$ cat src/rtl/rv32i_ctrl_fsm.sv
// rv32i_ctrl_fsm: multi-cycle RV32I control FSM; define CTRL_ILLEGAL_TRAP_EN to make TRAP absorbing
module rv32i_ctrl_fsm #(
  parameter int RESET_BOOT_CYCLES = 1
) (
  input  logic       clk,
  input  logic       rst_n,
  input  logic [6:0] opcode,
  input  logic [2:0] funct3,
  input  logic [6:0] funct7,
  input  logic       imem_ready,
  input  logic       dmem_ready,
  input  logic       br_taken,
  output logic       imem_req,
  output logic       ir_we,
  output logic       pc_we,
  output logic [1:0] pc_sel,
  output logic       alu_src_a,
  output logic       alu_src_b,
  output logic [3:0] alu_op,
  output logic [2:0] imm_sel,
  output logic       dmem_req,
  output logic       dmem_we,
  output logic       reg_we,
  output logic [1:0] wb_sel,
  output logic       illegal,
  output logic [2:0] state
);
  typedef enum logic [2:0] {S_BOOT, S_FETCH, S_DECODE, S_EXEC, S_MEM, S_WB, S_TRAP} state_t;
  state_t state_q, state_d;
  logic [3:0] boot_cnt_q, boot_cnt_d;
  logic is_r, is_opi, is_ld, is_st, is_br, is_jal, is_jalr, is_lui, is_auipc, is_fence;
  logic alt, legal_op, alu_ok, exe_a, exe_b;
  logic [3:0] f3_op, exe_op;
  logic [2:0] dec_imm;
  always_comb begin
    is_r = opcode == 7'b0110011;
    is_opi = opcode == 7'b0010011;
    is_ld = opcode == 7'b0000011;
    is_st = opcode == 7'b0100011;
    is_br = opcode == 7'b1100011;
    is_jal = opcode == 7'b1101111;
    is_jalr = opcode == 7'b1100111;
    is_lui = opcode == 7'b0110111;
    is_auipc = opcode == 7'b0010111;
    is_fence = opcode == 7'b0001111;
    alt = funct7 == 7'b0100000;
    legal_op = is_r | is_opi | is_ld | is_st | is_br | is_jal | is_jalr | is_lui | is_auipc | is_fence;
    alu_ok = is_r ? (funct7 == 7'd0 || (alt && (funct3 == 3'd0 || funct3 == 3'd5)))
           : (is_opi && funct3 == 3'd1) ? funct7 == 7'd0
           : (is_opi && funct3 == 3'd5) ? (funct7 == 7'd0 || alt) : 1'b1;
    f3_op = funct3 == 3'd0 ? {3'd0, is_r & alt} : funct3 == 3'd1 ? 4'd2 : funct3 == 3'd2 ? 4'd3
          : funct3 == 3'd3 ? 4'd4 : funct3 == 3'd4 ? 4'd5 : funct3 == 3'd5 ? (alt ? 4'd7 : 4'd6)
          : funct3 == 3'd6 ? 4'd8 : 4'd9;
    exe_op = !alu_ok ? 4'd0 : (is_r | is_opi) ? f3_op : is_lui ? 4'd10 : 4'd0;
    exe_a = alu_ok & is_auipc;
    exe_b = alu_ok & (is_opi | is_ld | is_st | is_lui | is_auipc);
    dec_imm = is_st ? 3'd1 : is_br ? 3'd2 : (is_lui | is_auipc) ? 3'd3 : is_jal ? 3'd4 : 3'd0;
  end
  always_ff @(posedge clk or negedge rst_n) begin
    if (!rst_n) begin
      state_q <= S_BOOT;
      boot_cnt_q <= '0;
    end else begin
      state_q <= state_d;
      boot_cnt_q <= boot_cnt_d;
    end
  end
  always_comb begin
    state_d = state_q;
    boot_cnt_d = boot_cnt_q;
    imem_req = 1'b0;
    ir_we = 1'b0;
    pc_we = 1'b0;
    pc_sel = 2'd0;
    alu_src_a = 1'b0;
    alu_src_b = 1'b0;
    alu_op = 4'd0;
    imm_sel = 3'd0;
    dmem_req = 1'b0;
    dmem_we = 1'b0;
    reg_we = 1'b0;
    wb_sel = 2'd0;
    illegal = 1'b0;
    case (state_q)
      S_BOOT: begin
        boot_cnt_d = boot_cnt_q + 4'd1;
        if (boot_cnt_q == 4'(RESET_BOOT_CYCLES - 1)) state_d = S_FETCH;
      end
      S_FETCH: begin
        imem_req = 1'b1;
        ir_we = imem_ready;
        if (imem_ready) state_d = S_DECODE;
      end
      S_DECODE: begin
        imm_sel = dec_imm;
        state_d = legal_op ? S_EXEC : S_TRAP;
      end
      S_EXEC: begin
        alu_op = exe_op;
        alu_src_a = exe_a;
        alu_src_b = exe_b;
        pc_we = is_br | is_fence;
        pc_sel = {1'b0, is_br & br_taken};
        state_d = !alu_ok ? S_TRAP : (is_br | is_fence) ? S_FETCH : (is_ld | is_st) ? S_MEM : S_WB;
      end
      S_MEM: begin
        alu_op = exe_op;
        alu_src_a = exe_a;
        alu_src_b = exe_b;
        dmem_req = 1'b1;
        dmem_we = is_st;
        pc_we = is_st & dmem_ready;
        if (dmem_ready) state_d = is_st ? S_FETCH : S_WB;
      end
      S_WB: begin
        alu_op = exe_op;
        alu_src_a = exe_a;
        alu_src_b = exe_b;
        reg_we = 1'b1;
        pc_we = 1'b1;
        wb_sel = is_ld ? 2'd1 : (is_jal | is_jalr) ? 2'd2 : 2'd0;
        pc_sel = is_jal ? 2'd1 : is_jalr ? 2'd2 : 2'd0;
        state_d = S_FETCH;
      end
      S_TRAP: begin
        illegal = 1'b1;
`ifdef CTRL_ILLEGAL_TRAP_EN
        state_d = S_TRAP;
`else
        pc_we = 1'b1;
        state_d = S_FETCH;
`endif
      end
      default: state_d = S_BOOT;
    endcase
  end
  assign state = state_q;
endmodule
$ cat config.mk
export PLATFORM = sky130hd
export DESIGN_NAME = rv32i_ctrl_fsm
export DESIGN_NICKNAME = d
export VERILOG_FILES = /design/src/rtl/rv32i_ctrl_fsm.sv
export SDC_FILE = /design/constraint.sdc
export NUM_CORES = 1
export LEC_CHECK = 0
export CAP_MARGIN = 25
export CORE_UTILIZATION = 43
export DETAILED_ROUTE_END_ITERATION = 10
export PLACE_DENSITY = 0.86
export SLEW_MARGIN = 20
export SYNTH_ARGS = -nofsm -noshare
export SYNTH_HDL_FRONTEND = slang
export SYNTH_SLANG_ARGS = --single-unit
$ cat constraint.sdc
create_clock -name clk -period 3.7 [get_ports clk]
set_clock_uncertainty 0.15 [all_clocks]
set_input_delay 0.74 -clock clk [delete_from_list [all_inputs] [get_ports clk]]
set_output_delay 0.74 -clock clk [all_outputs]
set_load 0.05 [all_outputs]
==> results of run 1 <==
-- worst paths after layout --
| check | startpoint | to | slack, ns | cells after the start |
|---|---|---|---|---|
| max reg2reg | state[1] | boot_cnt_q[3] | 2.07 | 3 |
| min in group asynchronous | rst_n | state[0] | 0.59 | 1 |
| min reg2reg | boot_cnt_q[3] | boot_cnt_q[3] | 0.34 | 1 |
| max in group asynchronous | rst_n | boot_cnt_q[3] | 2.56 | 1 |
| max | funct7[6] | alu_op[3] | 0.03 | 8 |
| min | boot_cnt_q[3] | boot_cnt_q[3] | 0.34 | 1 |
-- state kept, by name (all words and copies together), names as in the netlist --
signal and flops:
boot_cnt_q 4, state 3
-- where the power goes --
part	internal, W	total (W)	leakage (nW)	switching (W)
Clock	0.0000414	0.0000735	0.0150	0.0000321
Sequential	0.000115	0.000189	0.0854	0.0000737
Combinational	0.000200	0.000491	0.536	0.000291
Total	0.000356	0.000753	0.636	0.000397
-- stage by stage --
stage | power [W] | util, %
2_1_floorplan | 0.0005041 | -
3_3_place_gp | 0.0006570 | 80.99
5_1_grt | 0.0007944 | 83.57
6_report | 0.0007534 | 83.57
4_1_cts | 0.0007528 | 83.05
3_5_place_dp | 0.0006765 | 80.99
-- Yosys cell counts, types with 2 or more instances --
master,count
nand3_1,5
nand2b_1,3
nor3_1,9
nand2_1,16
o21ai_0,2
nor3b_1,3
nor2_1,12
and2b_2,3
dfrtp_1,7
clkbuf_1,7
ha_1,2
a21oi_1,6
nor2b_1,3
a32oi_1,2
and3_1,2
xnor2_1,3
nand4_1,3
a211oi_1,3
inv_1,7
-- critical path, cell delays in order --
cell and delay, ns:
dlygate4sd2_1 0.24, or4_4 0.55, o32ai_4 0.29, a31oi_1 0.18, o22a_1 0.24, a211oi_1 0.24
buf_4 0.17, buf_12 0.12
-- cells by family after synthesis --
kind of cell / count (synthesis) / share of synthesized area, %
buf+inv: 14 / 5.942
simple gates: 71 / 45.26
fa+ha+maj: 2 / 2.828
xor+xnor: 3 / 2.971
mux: 1 / 1.273
flops: 7 / 19.80
compound gates: 25 / 21.93
-- repair_timing --
action                     CTS  global route
resized for setup            5             4
hold buffers                 0             0
buffers inserted             1             0
setup endpoints to repair    4             5
pin swaps                    5             1
gates cloned                 0             0
-- area by class of cell --
| class | instances | area [µm²] | area share, % |
|---|---|---|---|
| multi-input combinational | 102 | 703.2 | 43.33 |
| tap | 27 | 33.78 | 2.082 |
| inverter | 7 | 26.28 | 1.619 |
| clock buffer | 4 | 26.28 | 1.619 |
| sequential | 7 | 175.2 | 10.79 |
| timing repair buffer | 55 | 658.1 | 40.56 |
-- cells in the final DEF, fill, tap and decap left out, types with 3 or more instances in the layout --
cell,n
buf_12,14
and2b_2,3
nand4_1,3
nand3_1,5
nand2b_1,3
inv_1,7
nor3b_1,3
nor2_1,11
nand2_1,16
a21oi_1,6
dlygate4sd2_1,4
clkdlybuf4s50_1,24
dfrtp_1,7
clkbuf_4,3
nor3_1,9
xnor2_1,3
buf_4,12
-- routing by layer --
layer | wire (µm) | vias to the layer above
li1 | - | 556
met1 | 1256 | 564
met2 | 1639 | 66
met3 | 253 | 8
met4 | 91 | 0
met5 | 0 | -
==> results, run 1 <==
- The run finished with clean final reports.
- In this run, synthesis produced a sequential element count of 7.
- The worst setup path is launched from an input pin.
- The first-iteration detailed-routing DRC count is just under 50.
- The met1 usage is 33.87%.
- For this run, the register share of the synthesized area comes to ~20%.
- At the placement stage, the worst setup path has a slack of -0.09516 ns.
- The global-route usage over all layers is 28.87%.
- The biggest area consumer among synthesized cells is dfrtp_1.
- Across the run, the number of max-cap violations was 0.
- Yosys attributes the largest share of cell area to dfrtp_1 20%, nand2_1 6.8%, nor3_1 5.1%.
- The time the final worst path needs with I/O delays and setup is approximately 3.7 ns.
- The final standard cell area without fillers is ~0.0016 mm².
- The number of top-level pins is 45.
- After global routing the overflow that remains totals 0.
- The critical path is of the in -> out type.
- After synthesis, the share of flip-flops with an asynchronous set or reset is 100.0%.
- The number of warnings issued by yosys is 0.
- The worst-case setup margin in the final layout is 0.02858 ns.
- Row generation in the floorplan step produced 16 rows.
- The most used flip-flop cell after synthesis is dfrtp_1.
- In this run the worst hold path is classified as reg -> reg.
- The fill cell total of the finished layout is 132.
- The static leakage is roughly 0.64 nW.
- The repair_antennas step left the layout with diodes totalling 0.
- The die width is 47.36 µm.
- The number of global-route vias before repair is 1,058.
- The final layout contains 200 nets.
- Setup repair after global routing could not meet its margin everywhere.
- The global-route track usage on met2 is between 50% and 60%.
- The total placed instance area is 0.001573 mm².
- The number of slew-limit violations in the final report came to 0.
- The die covers 0.002243 mm².
- The floorplan step defined a core boundary enclosing 0.001942 mm².
- The final critical-path share of the clock period is 99.23%.
- The number of antenna violations at the first check in global routing was 0.
- Summing over every cut layer, the via total after detailed routing is 1,194.
- The number of sinks handled by clock tree synthesis is 7.
- Port buffering added 44 buffers.
- Entering global routing, the biggest net connects 16 pins.
- The required time of the worst setup path is 2.81 ns.
- Clock-pin slew was measured on the worst setup and hold paths at 0.05 ns.
- At the pin with the least slew margin, the transition time is 0.5578 ns.
- In the final routed layout, each cell accounts on average for 16.04 µm.
- The top cell type's share of synthesized area is 19.80%.
- The die height is about 47 µm.
- STA classifies the critical path endpoint as a primary output.
- Global routing used 4.231% of the available met3 tracks.
- The worst-case hold slack is 0.3364 ns.
- For this run, design rule violations remaining after detail routing come to 0.
- Dividing the detail-routed via count by the number of cells gives 5.911.
- The routability congestion estimate is 0.8737.
- The worst IR drop on VDD is between 0.6 and 0.7 mV.
- The cell area that synthesis handed to floorplanning was 884.6 µm².
- The total wirelength of the detailed-routed design is 3.240 mm.
- After detailed placement, the design holds a cell count of 197.
- The mean instance size in the synthesized netlist is 7.192 µm².
- The final total negative setup slack is 0 ns.
- Buffers inserted during clock tree synthesis total 3.
- The area growth from synthesis to layout is 83.45%.
- The number of cells in the finished layout apart from fillers is roughly 200.
- The clock latency of the later-clocked register in the worst-skew pair is 0.26 ns.
- Of all nets on the critical path, the largest fanout is 3.
- The final-report hold violation count is 0.
- Data on the critical path arrives at its endpoint at 2.78 ns.
- The global-route wire length before repair is 4.574 mm.
- The count of nets left with antenna violations once routing finished came out at 0.
- For this run, the top clock speed supported by timing is 0.2724 GHz.
- Setup violations remaining at the end of the flow were counted as 0.
- The share of layout cells above drive strength 1 is 26.29%.
- The cell area power density is around 460 mW/mm².
- When the netlist entered floorplanning its net count stood at 147.
- The synthesized netlist contains 44 unique library cells.
- The maximum count of clock buffers along a single path is 2.
- The most heavily used metal layer in global routing is met2.
- The starting density of the core is a little under half.
- For this run, the detailed router's first-pass iteration total came to 4.
- Detailed placement ended at an HPWL of approximately 2.5 mm.
- In this run, synthesis inferred 0 flip-flops with an integrated enable.
- The number of levels the H-tree was split into is 1.
- The relative slew slack is 62.70%.
- After technology mapping, the gate count stands at approximately 120.
- The clock tree root buffer cell is clkbuf_4.
- TritonCTS built the clock tree.
No activity file was read; power rests on OpenSTA's default activity.
==> inputs of run 2 (changes only) <==
--- a/config.mk
+++ b/config.mk
@@ -5,11 +5,12 @@
 export SDC_FILE = /design/constraint.sdc
 export NUM_CORES = 1
 export LEC_CHECK = 0
+export ABC_AREA = 1
 export CAP_MARGIN = 25
 export CORE_UTILIZATION = 43
 export DETAILED_ROUTE_END_ITERATION = 10
 export PLACE_DENSITY = 0.86
-export SLEW_MARGIN = 20
+export SLEW_MARGIN = 30
 export SYNTH_ARGS = -nofsm -noshare
 export SYNTH_HDL_FRONTEND = slang
 export SYNTH_SLANG_ARGS = --single-unit
==> run 2 against run 1 <==
Against the previous run:
- cell count rose by 14%
- global-route usage fell by 2.7 points
- worst hold slack got worse by 0.014 ns
- critical path type unchanged
- critical endpoint is now alu_op[1]
- largest cell class unchanged
- highest routed layer unchanged
==> results, run 2 <==
- The clock latency of the later-clocked register in the worst-skew pair is 0.26 ns (about the same).
- The library cells used most frequently in the layout, excluding fill and tap cells, are 34 x nand2_1, 31 x nor2_1, 30 x clkdlybuf4s50_1.
- The area fraction in compound gates after synthesis is 10.61% (-11 points).
- The most common cell in the netlist is nand2_1.
- The post-synthesis share of cell area spent on xor and xnor gates is 2.970% (unchanged).
- The share of async-settable or async-resettable flops after synthesis is 100.0% (unchanged).
- The stage delay of the slowest cell on the critical path was 0.50 ns (-0.05 ns).
- The number of slew-limit violations in the final report is 0 (unchanged).
- The portion of the post-synthesis area used by sequential elements came to 19.80% (unchanged).
- The total wirelength of the detailed-routed design is 2.595 mm (-20%).
- The placeable core area is 0.001942 mm² (unchanged).
- The number of top-level pins is 45 (unchanged).
- The required time of the worst setup path was 2.81 ns (about the same).
- The number of antenna cells inserted is 0 (unchanged).
- The simple-gate share of the synthesized area was 51.91% (+6.6 points).
- The die width is 47.36 µm (unchanged).
- The time the final worst path needs with I/O delays and setup came to 3.352 ns (-0.3195 ns).
- The cts-stage hold buffer count is 0 (unchanged).
- The number of enable flip-flop cells after synthesis came to 0 (unchanged).
- The first-iteration detailed-routing DRC count is 17 (-65%).
- The number of buffers and inverters on the critical path came to 3 (unchanged).
- The maximum number of pins on one net before global-route repair is 9 (-7).
- The number of levels the H-tree was split into came to 1 (unchanged).
- The post-CTS resize count is 0 (-5).
- The share of layout cells above drive strength 1 is 15.20% (-11 points).
- The number of antenna violations at the first check in global routing came to 0 (unchanged).
- The netlist area before placement was 884.6 µm² (unchanged).
- More flip-flops sit in one register than any other, and that register is boot_cnt_q.
- The CTS tree is done.
- The count of buffers added by post-CTS timing repair for setup came to 0 (-1).
- The cell area power density is 519.5 mW/mm² (+12%).
- The number of cell rows is 16 (unchanged).
- The area growth from synthesis to layout is 62.52%.
- The critical-path maximum fanout is 5 (+2).
- The number of flip-flops under the largest register name was 4 (unchanged).
- The remaining global-route overflow is 0 (unchanged).
- The number of maximum-capacitance constraint violations is 0 (unchanged).
- The post-detailed-placement half-perimeter wirelength was 2.165 mm (-15%).
- The launching element type of the critical path is an input pin.
- The die height is 47.36 µm (unchanged).
- The total setup violations reported at the end of the flow came to 0 (unchanged).
- The final total negative setup slack was 0 ns (unchanged).
- The count of different cell masters after synthesis is 24 (-45%).
- The cell family with the largest share of critical-path delay is buffers and inverters.
- The multi-input logic area is 604.3 µm² (-14%).
- Traced cell by cell, the critical path runs through clkdlybuf4s50_1 -> inv_1 -> nand2_1 -> nor2_1 -> nand3_1 -> nand2_1 -> nand2_1 -> nand2_1 -> nand3_2 -> a21oi_1 -> buf_12.
- The register area came to 175.2 µm² (unchanged).
- The share of synthesized area spent on multiplexers is 0% (-1.3 points).
- The final critical-path share of the clock period is 90.59% (-8.6 points).
- The clock tree root buffer cell is clkbuf_4.
- The die footprint was 0.002243 mm² (unchanged).
- The CTS clock-pin slew for the worst setup and hold paths is 0.05 ns (about the same).
- The ratio of routed vias to standard cells came to 5.017 (-15%).
- The number of optimization iterations in the first detailed-route pass is 4 (unchanged).
- The net count after synthesis is 180 (+22%).
- The hold path depth is 1 (unchanged).
- The global-route usage over all layers is 26.22% (-2.7 points).
- The worst IR drop on VDD is 0.5817 mV (-3.3%).
- The synthesized netlist cell count was 156 (+27%).
- The worst hold path class is reg -> reg.
- The final-report hold violation count is 0 (unchanged).
- The number of warnings issued by yosys is 0 (unchanged).
- The layout net count is 229 (+14%).
- In this design, the critical path's most frequently occurring cell is nand2_1.
- The maximum clock rate is 0.2983 GHz (+9.5%).
- The library cell used most frequently in the layout, excluding fill and tap cells, is nand2_1.
- The maximum count of clock buffers along a single path is 2 (unchanged).
- The path depth of the worst reg2reg path came to 8 (+5).
- STA classifies the critical path endpoint as a primary output.
- The routability congestion estimate is 0.9257 (+6.0%).
- The synthesized-area fraction occupied by adder cells was 2.829% (unchanged).
- In the synthesized netlist the dominant register cell turns out to be dfrtp_1.
- The final core utilization is 74.03% (-9.5 points).
- The number of logic stages on the critical path including buffering is 11 (+3).
- The number of antenna-violating nets in the routed design came to 0 (unchanged).
- The top cell type's share of synthesized area is 19.80% (unchanged).
- The static leakage is 0.6495 nW (+2.1%).
- The number of flip-flops and latches in the synthesized netlist is 7 (unchanged).
- The number of global-route vias before repair was 1,011 (-4.4%).
- In the post-synthesis netlist, the biggest area contributors are dfrtp_1 20%, nand2_1 14%, nor2_1 13%.
- The remaining design rule violation count is 0 (unchanged).
- The commonest cells after synthesis are 34 x nand2_1, 31 x nor2_1, 25 x inv_1.
- The fill cell total of the finished layout is 173 (+31%).
- The arrival time at the worst endpoint was 2.46 ns (-0.32 ns).
- The average wire per cell in the routed design is 11.23 µm (-30%).
- The worst setup path is of the in -> out kind.
- The mean instance size in the synthesized netlist is 5.671 µm² (-21%).
- The slowest stage of the critical path is the clkdlybuf4s50_1 cell.
- The global-route wire length before repair is 4.146 mm (-9.4%).
- The slew at the pin closest to its max-slew limit is 0.5005 ns (-0.05726 ns).
- The biggest area consumer among synthesized cells is dfrtp_1.
- The number of sinks handled by clock tree synthesis is 7 (unchanged).
- Setup repair after global routing left no endpoint under its margin.
- The relative slew slack was 66.53% (+3.8 points).
- The starting density of the core was 45.55% (unchanged).
- The total number of vias is 1,159 (-2.9%).
- The dominant combinational cell family by area after synthesis is simple AND/OR/NAND/NOR gates.
- The flow ran to the end, and the final reports show no timing, DRC or antenna violations.
- The quantity of I/O buffers inserted on ports is 44 (unchanged).
- The number of CTS-inserted buffers is 3 (unchanged).
## run 2: final cells by class
class	instances	area share [%]
Timing Repair Buffer	44	34.29
Inverter	28	7.311
Multi-Input combinational cell	121	42.04
Sequential cell	7	12.18
Clock buffer	4	1.828
Tap cell	27	2.350
## run 2: report_power, final
part	total (W)	internal, W	switching [W]
clock	0.0000721	0.0000413	0.0000308
combinational	0.000509	0.000183	0.000326
sequential	0.000166	0.000117	0.0000487
## run 2: per-layer routing
layer  vias up  GRT usage (%)  part of all wire, %
met1       519          32.79                   42
met5         -              0                    0
li1        596              -                    -
met2        40          45.48                   51
met3         4          3.846                  5.8
met4         0          9.143                  1.1
## run 2: cell families (layout without fill, tap and decap cells)
group           after synthesis  in the layout
buf+inv                      28             76
fa+ha+maj                     2              2
flops                         7              7
xor+xnor                      3              3
compound gates               16             16
simple gates                100            100
## run 2: final timing paths
path	start	end	slack [ns]
worst max-delay path	opcode[3]	alu_op[1]	0.35
worst min-delay path	boot_cnt_q[3]	boot_cnt_q[3]	0.32
worst max register to register	state[1]	state[0]	2.11
worst min register to register	boot_cnt_q[3]	boot_cnt_q[3]	0.32
max in group asynchronous	rst_n	boot_cnt_q[3]	2.57
min in group asynchronous	rst_n	state[0]	0.59
## run 2: metrics by stage
step	setup slack [ns]	instances	hold slack, ns	power, W	cell area, µm²
finish	0.3481	231	0.3224	0.0007469	1438
global route	0.1581	231	0.3652	0.0008139	1438
CTS	0.3761	231	0.3316	0.0007521	1438
detailed placement	0.3746	227	0.3234	0.0006739	1411
global placement	0.4267	227	0.3069	0.0006602	1411
floorplan	0.003854	156	0.2926	0.0005107	884.6
## run 2: worst register-to-register path: cells and delay by family, from the launching register on
kind | cells | cell delay [ns]
buffers and inverters | 2 | 0.16
flip-flops | 1 | 0.49
AND/OR/NAND/NOR | 6 | 0.70
